## src/rtl/framestore_arbiter.sv

```systemverilog
// Three-port arbiter for the framestore word port: registered grant, one
// transaction in flight, memory ack steered back to the granted requester.
package framestore_arbiter_pkg;
  localparam int NUM_PORTS = 3;
  localparam int ADDR_W    = 18;
  localparam int DATA_W    = 32;
  localparam int BE_W      = 4;

  typedef struct packed {
    logic [ADDR_W-1:0] address;
    logic [BE_W-1:0]   nbyte;
    logic              rnw;
    logic [DATA_W-1:0] w_data;
  } fs_req_t;

  localparam fs_req_t FS_REQ_RST = '{address: '0, nbyte: '1, rnw: 1'b1, w_data: '0};
endpackage

// One requester slot: bundles its parameters and decodes its own ack.
module framestore_arbiter_port
  import framestore_arbiter_pkg::*;
#(
  parameter logic [1:0] IDX = 2'd0
) (
  input  logic              req,
  input  logic [ADDR_W-1:0] address,
  input  logic [BE_W-1:0]   nbyte,
  input  logic              rnw,
  input  logic [DATA_W-1:0] w_data,
  input  logic              mem_ack,
  input  logic              busy,
  input  logic [1:0]        grant,
  output logic              valid,
  output fs_req_t           pkt,
  output logic              ack
);
  assign valid = req;
  assign pkt   = '{address: address, nbyte: nbyte, rnw: rnw, w_data: w_data};
  // Memory ack only counts while a transaction is actually outstanding.
  assign ack   = mem_ack & busy & (grant == IDX);
endmodule

module framestore_arbiter
  import framestore_arbiter_pkg::*;
#(
  parameter int FIXED_PRI = 0
) (
  input  logic              clk,
  input  logic              rst_n,

  input  logic              p0_req,
  output logic              p0_ack,
  input  logic [ADDR_W-1:0] p0_address,
  input  logic [BE_W-1:0]   p0_nbyte,
  input  logic              p0_rnw,
  input  logic [DATA_W-1:0] p0_w_data,
  output logic [DATA_W-1:0] p0_r_data,

  input  logic              p1_req,
  output logic              p1_ack,
  input  logic [ADDR_W-1:0] p1_address,
  input  logic [BE_W-1:0]   p1_nbyte,
  input  logic              p1_rnw,
  input  logic [DATA_W-1:0] p1_w_data,
  output logic [DATA_W-1:0] p1_r_data,

  input  logic              p2_req,
  output logic              p2_ack,
  input  logic [ADDR_W-1:0] p2_address,
  input  logic [BE_W-1:0]   p2_nbyte,
  input  logic              p2_rnw,
  input  logic [DATA_W-1:0] p2_w_data,
  output logic [DATA_W-1:0] p2_r_data,

  output logic              mem_req,
  input  logic              mem_ack,
  output logic [ADDR_W-1:0] mem_address,
  output logic [BE_W-1:0]   mem_nbyte,
  output logic              mem_rnw,
  output logic [DATA_W-1:0] mem_w_data,
  input  logic [DATA_W-1:0] mem_r_data,

  output logic [1:0]        grant
);
  typedef enum logic [1:0] {IDLE, BUSY, DATA} state_t;

  state_t  state;
  fs_req_t mem_q;
  logic [1:0] rr_ptr;

  logic [NUM_PORTS-1:0]              req_vec;
  logic [NUM_PORTS-1:0]              ack_vec;
  fs_req_t [NUM_PORTS-1:0]           pkt;
  logic [NUM_PORTS-1:0]              p_req_a, p_rnw_a;
  logic [NUM_PORTS-1:0][ADDR_W-1:0]  p_addr_a;
  logic [NUM_PORTS-1:0][BE_W-1:0]    p_nbyte_a;
  logic [NUM_PORTS-1:0][DATA_W-1:0]  p_wdata_a;

  assign p_req_a   = {p2_req, p1_req, p0_req};
  assign p_rnw_a   = {p2_rnw, p1_rnw, p0_rnw};
  assign p_addr_a  = {p2_address, p1_address, p0_address};
  assign p_nbyte_a = {p2_nbyte, p1_nbyte, p0_nbyte};
  assign p_wdata_a = {p2_w_data, p1_w_data, p0_w_data};

  for (genvar n = 0; n < NUM_PORTS; n++) begin : g_port
    framestore_arbiter_port #(.IDX(2'(n))) u_port (
      .req     (p_req_a[n]),
      .address (p_addr_a[n]),
      .nbyte   (p_nbyte_a[n]),
      .rnw     (p_rnw_a[n]),
      .w_data  (p_wdata_a[n]),
      .mem_ack (mem_ack),
      .busy    (state == BUSY),
      .grant   (grant),
      .valid   (req_vec[n]),
      .pkt     (pkt[n]),
      .ack     (ack_vec[n])
    );
  end

  assign p0_ack = ack_vec[0];
  assign p1_ack = ack_vec[1];
  assign p2_ack = ack_vec[2];

  assign p0_r_data = mem_r_data;
  assign p1_r_data = mem_r_data;
  assign p2_r_data = mem_r_data;

  assign mem_address = mem_q.address;
  assign mem_nbyte   = mem_q.nbyte;
  assign mem_rnw     = mem_q.rnw;
  assign mem_w_data  = mem_q.w_data;

  function automatic logic [1:0] wrap_inc(input logic [1:0] x);
    return (x == 2'd2) ? 2'd0 : x + 2'd1;
  endfunction

  // Fixed priority is the round-robin search with its start pinned at port 0.
  logic [1:0] win, cand;
  logic       found;
  always_comb begin
    win   = 2'd0;
    found = 1'b0;
    cand  = (FIXED_PRI != 0) ? 2'd0 : wrap_inc(rr_ptr);
    for (int i = 0; i < NUM_PORTS; i++) begin
      if (!found && req_vec[cand]) begin
        win   = cand;
        found = 1'b1;
      end
      cand = wrap_inc(cand);
    end
  end

  always_ff @(posedge clk or negedge rst_n) begin
    if (!rst_n) begin
      state   <= IDLE;
      mem_req <= 1'b0;
      mem_q   <= FS_REQ_RST;
      grant   <= 2'd0;
      rr_ptr  <= 2'd2;
    end else begin
      case (state)
        BUSY: begin
          if (mem_ack) begin
            mem_req <= 1'b0;
            state   <= DATA;
          end
        end
        default: begin
          // New grants only from IDLE/DATA, so a req still high on its ack edge is never re-taken.
          if (found) begin
            mem_q   <= pkt[win];
            grant   <= win;
            rr_ptr  <= win;
            mem_req <= 1'b1;
            state   <= BUSY;
          end else begin
            state   <= IDLE;
          end
        end
      endcase
    end
  end
endmodule
```

## config.mk

```make
export PLATFORM = sky130hd
export DESIGN_NAME = framestore_arbiter
export DESIGN_NICKNAME = d
export VERILOG_FILES = /design/src/rtl/framestore_arbiter.sv
export SDC_FILE = /design/constraint.sdc
export NUM_CORES = 1
export LEC_CHECK = 0
export ABC_AREA = 1
export CORE_AREA = 2 2 138 140
export CTS_BUF_LIST = sky130_fd_sc_hd__clkbuf_8
export DETAILED_ROUTE_END_ITERATION = 8
export DIE_AREA = 0 0 140 142
export SYNTH_ARGS = -nofsm -noshare
export SYNTH_HDL_FRONTEND = slang
export SYNTH_SLANG_ARGS = --single-unit
```

## constraint.sdc

```tcl
create_clock -name clk -period 2.4 [get_ports clk]
set_clock_uncertainty 0.2 [all_clocks]
set_input_delay 0.6 -clock clk [delete_from_list [all_inputs] [get_ports clk]]
set_output_delay 0.6 -clock clk [all_outputs]
set_load 0.03 [all_outputs]
```

==> results of run 1 <==
sequential cells by signal, summed over array words and instances (netlist names):
| register | cells |
|---|---|
| state | 2 |
| mem_nbyte | 4 |
| mem_rnw | 1 |
| grant | 2 |
| rr_ptr | 1 |
| mem_address | 18 |
| mem_req | 1 |
| mem_w_data | 32 |
cells in the mapped netlist (all sizes together):
library cell,number,area [um2]
nor3,4,25.0
nand3,116,593
nand3b,1,7.51
nor2,62,243
clkbuf,1,3.75
inv,122,458
dfstp,6,158
nand4,2,12.5
a21oi,110,551
dfrtp,55,1380
nand2,77,297
o21ai,4,20.0
buf,138,1000
power groups by stage:
stage	registers, W	clock network, W	logic [W]
after global routing	0.00202	0.00101	0.00767
final	0.00195	0.000921	0.00698
after detailed placement	0.00197	0	0.00700
after global placement	0.00197	0	0.00694
after floorplan	0.00287	0	0.00374
after CTS	0.00197	0.000969	0.00697
logic make-up after synthesis:
| group | count (synthesis) |
|---|---|
| and+or+nand+nor | 262 |
| buffers and inverters | 261 |
| AOI/OAI and AO/OA | 114 |
| DFF | 61 |
worst register-to-register path, cell delays in order (launching register included):
cell,delay (ns)
dfstp_2,0.60
inv_2,0.08
nand3_1,0.10
nand3_1,0.14
nand2_1,0.11
nand2_1,0.06
nand2_1,0.07
nand2_2,0.11
inv_2,0.11
buf_12,0.22
nand3_1,0.11
a21oi_1,0.15
worst paths after layout:
check	from	end	cells past startpoint
worst max-delay path	mem_ack	p1_ack	4
worst min-delay path	rst_n	mem_w_data[12]	2
worst max register to register	rr_ptr[1]	mem_w_data[16]	11
worst min register to register	mem_nbyte[2]	mem_nbyte[2]	2
max in group asynchronous	rst_n	mem_nbyte[0]	2
min in group clk	mem_nbyte[2]	mem_nbyte[2]	2
metrics by stage:
| stage | setup slack, ns | instances | hold WS, ns | instance area (um2) | setup TNS, ns |
|---|---|---|---|---|---|
| after floorplan | 0.260 | 698 | 0.104 | 4750 | 0 |
| after global placement | -0.188 | 1048 | 0.288 | 6670 | -8.13 |
| after detailed placement | -0.234 | 1048 | 0.300 | 6670 | -10.42 |
| after CTS | 0.00887 | 1064 | 0.0365 | 6850 | 0 |
| after global routing | -0.00937 | 1066 | 0.0441 | 6900 | -0.0129 |
| final | 0.0666 | 1066 | 0.0393 | 6900 | 0 |
what timing repair did:
item	CTS	global route
cloned	0	0
pin swaps	0	1
gates resized for setup	6	9
setup buffers	0	2
endpoints found under the setup margin	6	38
area by class of cell:
cell class | count | area (um2)
sequential | 61 | 1530
fill | 1947 | 11600
timing repair buffer | 257 | 2650
multi-input combinational | 376 | 1790
tap | 234 | 293
clock inverter | 7 | 60.1
inverter | 122 | 458
clock buffer | 9 | 124
metal layers:
metal	global-route usage [%]	vias up	share of wire, %	routed length, um
met4	8.98	0	3.3	567
met1	19.5	2199	38	6610
met3	4.85	46	8.6	1480
met2	29.0	236	50	8530
li1	-	2346	-	-
met5	0	-	0	0
==> results.txt, run 1 <==
The total via count after detailed routing came out at 4827. The power per cell area is 1430 nW/um2. The HPWL after detailed placement is about 12000 um. The sum of routed wire length over all layers is 17200 um. Setup repair after global routing could not meet its margin everywhere. The DRC violation total after the first TritonRoute iteration is 186. The clock share of power is 9.3%. The maximum fanout count along the critical path came out at 4. In this run the clock root is driven by a clkbuf_8. The H-tree depth reported by CTS is 3. Averaged over all synthesized cells, the footprint is 6.80 um2. The total number of placement rows came out at 50. The final-report hold violation count is 0.

At the later pin of the worst-skew pair, clock insertion delay measures 0.35 ns. Max-cap violations in this run came to 0. The clock net in this run drives a total of 61 sinks. The fraction of power consumed by sequential logic is 19.8%. The core outline area is 18500 um2. The routability congestion estimate is 0.861.

The number of buffers inserted by hold repair at cts came out at 0. The switching power share of the total is between 50% and 60%. After layout, the worst path uses 97.2% of the clock period. The core utilization of the finished layout is 37.4%.

The reported leakage power came out at ~3.3 nW. The cell count after synthesis came out at 698. The slack of the worst reg-to-reg path came out at about 0.26 ns. Entering global routing, the biggest net connects 62 pins. Among all stages on the critical path, the largest delay is contributed by clkdlybuf4s50_1.

By area, the combinational part of the netlist is dominated by buffers and inverters. Of the total synthesized cell area, the portion taken by XOR and XNOR cells is 0%. The fraction of layout instances using a drive strength above 1 came out at 8.65%. The switching power of the nets is 0.00497 W. The count of yosys warnings during synthesis is 0. Dividing the detail-routed via count by the number of cells gives 4.53. The detailed-route wire length per cell is ~16 um. In the routed design, unresolved DRC markers number 25. The clock transition at the registers of the reported paths came out at 0.09 ns. The arrival time reported for the critical path endpoint is 1.53 ns. The dominant delay contributor by cell family on the critical path is buffers and inverters. The count of port buffers added during placement came out at 231. The net count reported at finish is 1030.

From bottom edge to top edge, the die measures 142 um. The remaining antenna violation count after routing is 0. 0 antenna diodes ended up in the layout. The total chip power came out at around 0.0099 W. The critical path goes through clkdlybuf4s50_1, nand2_2, nor3_1, buf_4. The effective utilization at floorplan came out at 25.7%. The share of the synthesized area in compound gates (AO/OA/AOI/OAI) came out at 12.0%. The maximum operating frequency came out at between 400 and 500 MHz. The share of the Yosys chip area taken by registers is 32.3%.

The number of top-level design ports is 360. The data required time of the worst path is 1.60 ns. The first global-routing pass estimated between 20000 and 30000 um of wire. For this run, the detailed router's first-pass iteration total came to 9.

The checks that failed: DRC. The final critical-path required period came out at approximately 2.3 ns. The critical path is of the primary input to output pin type. Summing the areas of all fa, ha and maj instances in the mapped netlist gives 0% of the synthesized area. The initial antenna violation count came out at 0.

The run finished, with violations left. The setup violation total in the final timing report came out at 0. The internal power of the cells totals 0.00490 W. The layout overhead on the synthesized area is 45.4%. The maximum vdd ir drop is 0.000626 V.

The number of nets in the synthesized netlist is 901. In this run the worst hold path is classified as primary input to asynchronous set/reset pin. The mapped netlist covers 4750 um2. The register bit total from synthesis came out at 61.

TritonCTS built the clock tree. The library cell used most frequently in the layout, excluding fill and tap cells, is clkdlybuf4s50_1. The area enclosed by the die boundary came out at 19900 um2. The width of the die is 140 um. Combinational logic burns 70.8% of the power.

STA classifies the critical path endpoint as an output pin. The mux contribution to synthesized area came out at 0%. The transition time at the pin with the least slew margin is 0.376 ns.

The top cell types in the final layout, fill and taps aside, are clkdlybuf4s50_1, inv_1, nand3_1. Summing the areas of all and, or, nand and nor instances in the mapped netlist gives 24.8% of the synthesized area. The overall overflow remaining after global route came out at 0. The worst setup path is launched from a primary input. The number of max-slew violations in the final report is 0. The via count of the first global-routing pass came out at 4793.

The headroom to the max-slew limit came out at 74.9%. The delay of the slowest cell on the worst path came out at 0.49 ns. The number of clock buffers inserted by TritonCTS is 9.

Global routing used 17.0% of the available tracks. The number of buffer and inverter instances along the worst setup path is 2. In this run the deepest clock path goes through 2 buffers. The synthesized netlist contains 21 unique library cells.
Power figures use the tool's default switching activity.
==> inputs of run 2 (changes only) <==
--- a/config.mk
+++ b/config.mk
@@ -10,6 +10,7 @@
 export CTS_BUF_LIST = sky130_fd_sc_hd__clkbuf_8
 export DETAILED_ROUTE_END_ITERATION = 8
 export DIE_AREA = 0 0 140 142
+export SKIP_LAST_GASP = 1
 export SYNTH_ARGS = -nofsm -noshare
 export SYNTH_HDL_FRONTEND = slang
 export SYNTH_SLANG_ARGS = --single-unit
==> run 2 against run 1 <==
  * The run still ends with DRC left
  * Die area unchanged
  * Sequential share of layout area up 0.061 points
  * Cell count unchanged
  * Clock-buffer cell count is the same
  * Combinational power decreased by 0.7%
  * Global-route usage did not move
  * Worst setup slack worse by 0.020 ns
  * Critical endpoint unchanged
  * Utilization fell by 0.10 points
  * Highest routed layer unchanged
  * Final area shrank 0.27%
==> results.txt, run 2 (same netlist as run 1, synthesis figures left out) <==
The initial antenna violation count came out at 0 (unchanged). The core outline area is 18500 um2 (unchanged). The fraction of layout instances using a drive strength above 1 is 8.05% (-0.60 points).

The final-layout worst hold slack came out at 0.00260 ns (-0.0367 ns). The detailed-route wire length per cell is 16.1 um (-0.35%). The run finished, with violations left. The reported leakage power was 3.31 nW (-0.14%).

The met2 routed wirelength is 8680 um (+1.9%). The critical path goes through clkdlybuf4s50_1, nand2_1, nor3_1, buf_4. The area taken by multi-input logic gates came out at 1770 um2 (-1.0%). The routed via count divided by cell count is 4.48 (-0.95%). The number of diodes added for antenna fixing came to 0 (unchanged).

The number of top-level design ports came to 360 (unchanged). The HPWL after detailed placement is 12400 um (unchanged). The transition time at the pin with the least slew margin is 0.431 ns (+0.0548 ns). The final critical-path required period came out at 2.35 ns (+0.0199 ns).

The final cycle utilization of the critical path was 98.1% (+0.83 points). The number of placed instances with taps included came out at 1048 (unchanged). The final reports fail on DRC.

Following the worst setup path forward leads to its endpoint at p1_ack. The count of port buffers added during placement is 231 (unchanged). The routability congestion estimate is 0.861 (unchanged). The startpoint of the most critical register-to-register path is rr_ptr[1]. The layout overhead on the synthesized area is 45.0%.

The setup violation total in the final timing report is 0 (unchanged). The worst setup path is launched from a primary input. TritonCTS built the clock tree. The top cell types in the final layout, fill and taps aside, are clkdlybuf4s50_1, inv_1, nand3_1. The number of buffers between clock root and the deepest sink came out at 2 (unchanged).

The number of clock sinks seen by CTS came out at 61 (unchanged). The pin count of the biggest net entering global routing came out at 62 (unchanged). The total of fill cells in the finished design came to 1951 (+0.21%). The maximum operating frequency came to 425 MHz (-0.85%). The global-route usage over all layers is 17.0% (unchanged). The sequential standard cell area came out at 1530 um2 (unchanged). The headroom to the max-slew limit came to 71.3% (-3.6 points).

The number of max-slew violations in the final report came out at 0 (unchanged). The area enclosed by the die boundary came to 19900 um2 (unchanged). The met1 wire length is 6680 um (+1.0%). The total number of placement rows came out at 50 (unchanged). The slack of the worst reg-to-reg path is 0.26 ns (about the same). The H-tree depth reported by CTS came out at 3 (unchanged).

The max capacitance violation total is 0 (unchanged). The insertion delay of the later-clocked pin in the worst-skew pair is 0.34 ns (about the same). The worst setup path is of the primary input to output pin kind.

The remaining antenna violation count after routing was 0 (unchanged). The routed length on met3 is 1420 um (-4.1%). The cell sitting at the root of the clock tree is a clkbuf_8. The maximum vdd ir drop came out at 0.000616 V (-1.7%). The worst setup path startpoint is mem_ack. In this run the critical register-to-register path is captured at mem_w_data[16]. The slowest stage cell on the critical path is clkdlybuf4s50_1.

The number of flip-flops in the largest register is 32 (unchanged). The vertical die dimension came out at 142 um (unchanged). STA classifies the critical path endpoint as an output pin.

The arrival time reported for the critical path endpoint came out at 1.55 ns (+0.02 ns). The maximum fanout count along the critical path was 4 (unchanged). The data required time of the worst path is 1.60 ns (about the same).

The power per cell area came out at 1420 nW/um2 (-0.35%). The net count reported at finish is 1030 (unchanged). Setup repair after global routing could not meet its margin everywhere.

The remaining design rule violation count is 25 (unchanged). The tightest min-delay check is of the primary input to asynchronous set/reset pin type. The number of optimization iterations in the first detailed-route pass came out at 8 (-1).

The top metal layer carrying routed signals is met4. The wire length of the first global-routing pass came to 26200 um (unchanged). The total via count after detailed routing is 4781 (-0.95%). The number of clock buffers inserted by TritonCTS is 9 (unchanged). The final-report hold violation count was 0 (unchanged).

The overall overflow remaining after global route was 0 (unchanged). The via count of the first global-routing pass came out at 4793 (unchanged). The delay of the slowest cell on the worst path came to 0.48 ns (about the same). The width of the die came out at 140 um (unchanged).

The clock transition at the registers of the reported paths was 0.09 ns (about the same). Leaving out fill and tap cells, the most frequent cell in the layout is clkdlybuf4s50_1. The depth of the most critical reg-to-reg path was 11 (unchanged). The final non-filler cell total is 1066 (unchanged). The effective utilization at floorplan came out at 25.7% (unchanged). The sum of routed wire length over all layers is 17100 um (-0.35%). The DRC violation total after the first TritonRoute iteration is 184 (-1.1%).
==> run 2: worst max-delay path, delay by kind of cell <==
kind | cells | cell delay, ns
buf+inv | 2 | 0.68
simple gates | 2 | 0.28
==> run 2: cell type report <==
type | count | share of cell area (%)
timing repair buffer | 257 | 38.4
multi-input combinational | 376 | 25.7
sequential | 61 | 22.3
inverter | 122 | 6.65
tap | 234 | 4.25
clock buffer | 9 | 1.80
clock inverter | 7 | 0.873
==> run 2: where the power goes <==
group          switching (W)  internal (W)
sequential          0.000323       0.00163
clock               0.000446      0.000467
combinational        0.00415       0.00278
==> run 2: metrics by stage <==
stage / worst slack [ns] / util (%) / instance area, um2 / total power, W / setup TNS, ns
final: 0.0467 / 37.3 / 6880 / 0.00980 / 0
after global placement: -0.188 / 36.1 / 6670 / 0.00891 / -8.13
after floorplan: 0.260 / - / 4750 / 0.00661 / 0
after global routing: -0.0167 / 37.3 / 6880 / 0.0107 / -0.0481
after CTS: 0.00887 / 37.1 / 6850 / 0.00991 / 0
after detailed placement: -0.234 / 36.1 / 6670 / 0.00897 / -10.42
==> run 2: worst min-delay path by stage <==
| stage | slack (ns) | cells past startpoint | end |
|---|---|---|---|
| 2_1_floorplan | 0.10 | 0 | grant[0] |
| 3_3_place_gp | 0.29 | 2 | mem_nbyte[1] |
| 3_5_place_dp | 0.30 | 2 | mem_nbyte[1] |
| 4_1_cts | 0.04 | 2 | mem_w_data[12] |
| 5_1_grt | 0.04 | 2 | mem_w_data[12] |
| 6_report | 0.003 | 2 | mem_w_data[12] |
==> run 2: what timing repair did <==
| action | CTS | global route |
|---|---|---|
| hold buffers | 0 | 0 |
| setup endpoints to repair | 6 | 38 |
| pin swaps | 0 | 1 |
| setup buffers | 0 | 2 |
| gates resized for setup | 6 | 4 |
==> run 2: layer usage <==
metal	vias up	GRT usage (%)
met3	30	4.85
met4	0	8.98
met2	233	29.0
met1	2173	19.5
li1	2345	-
met5	-	0
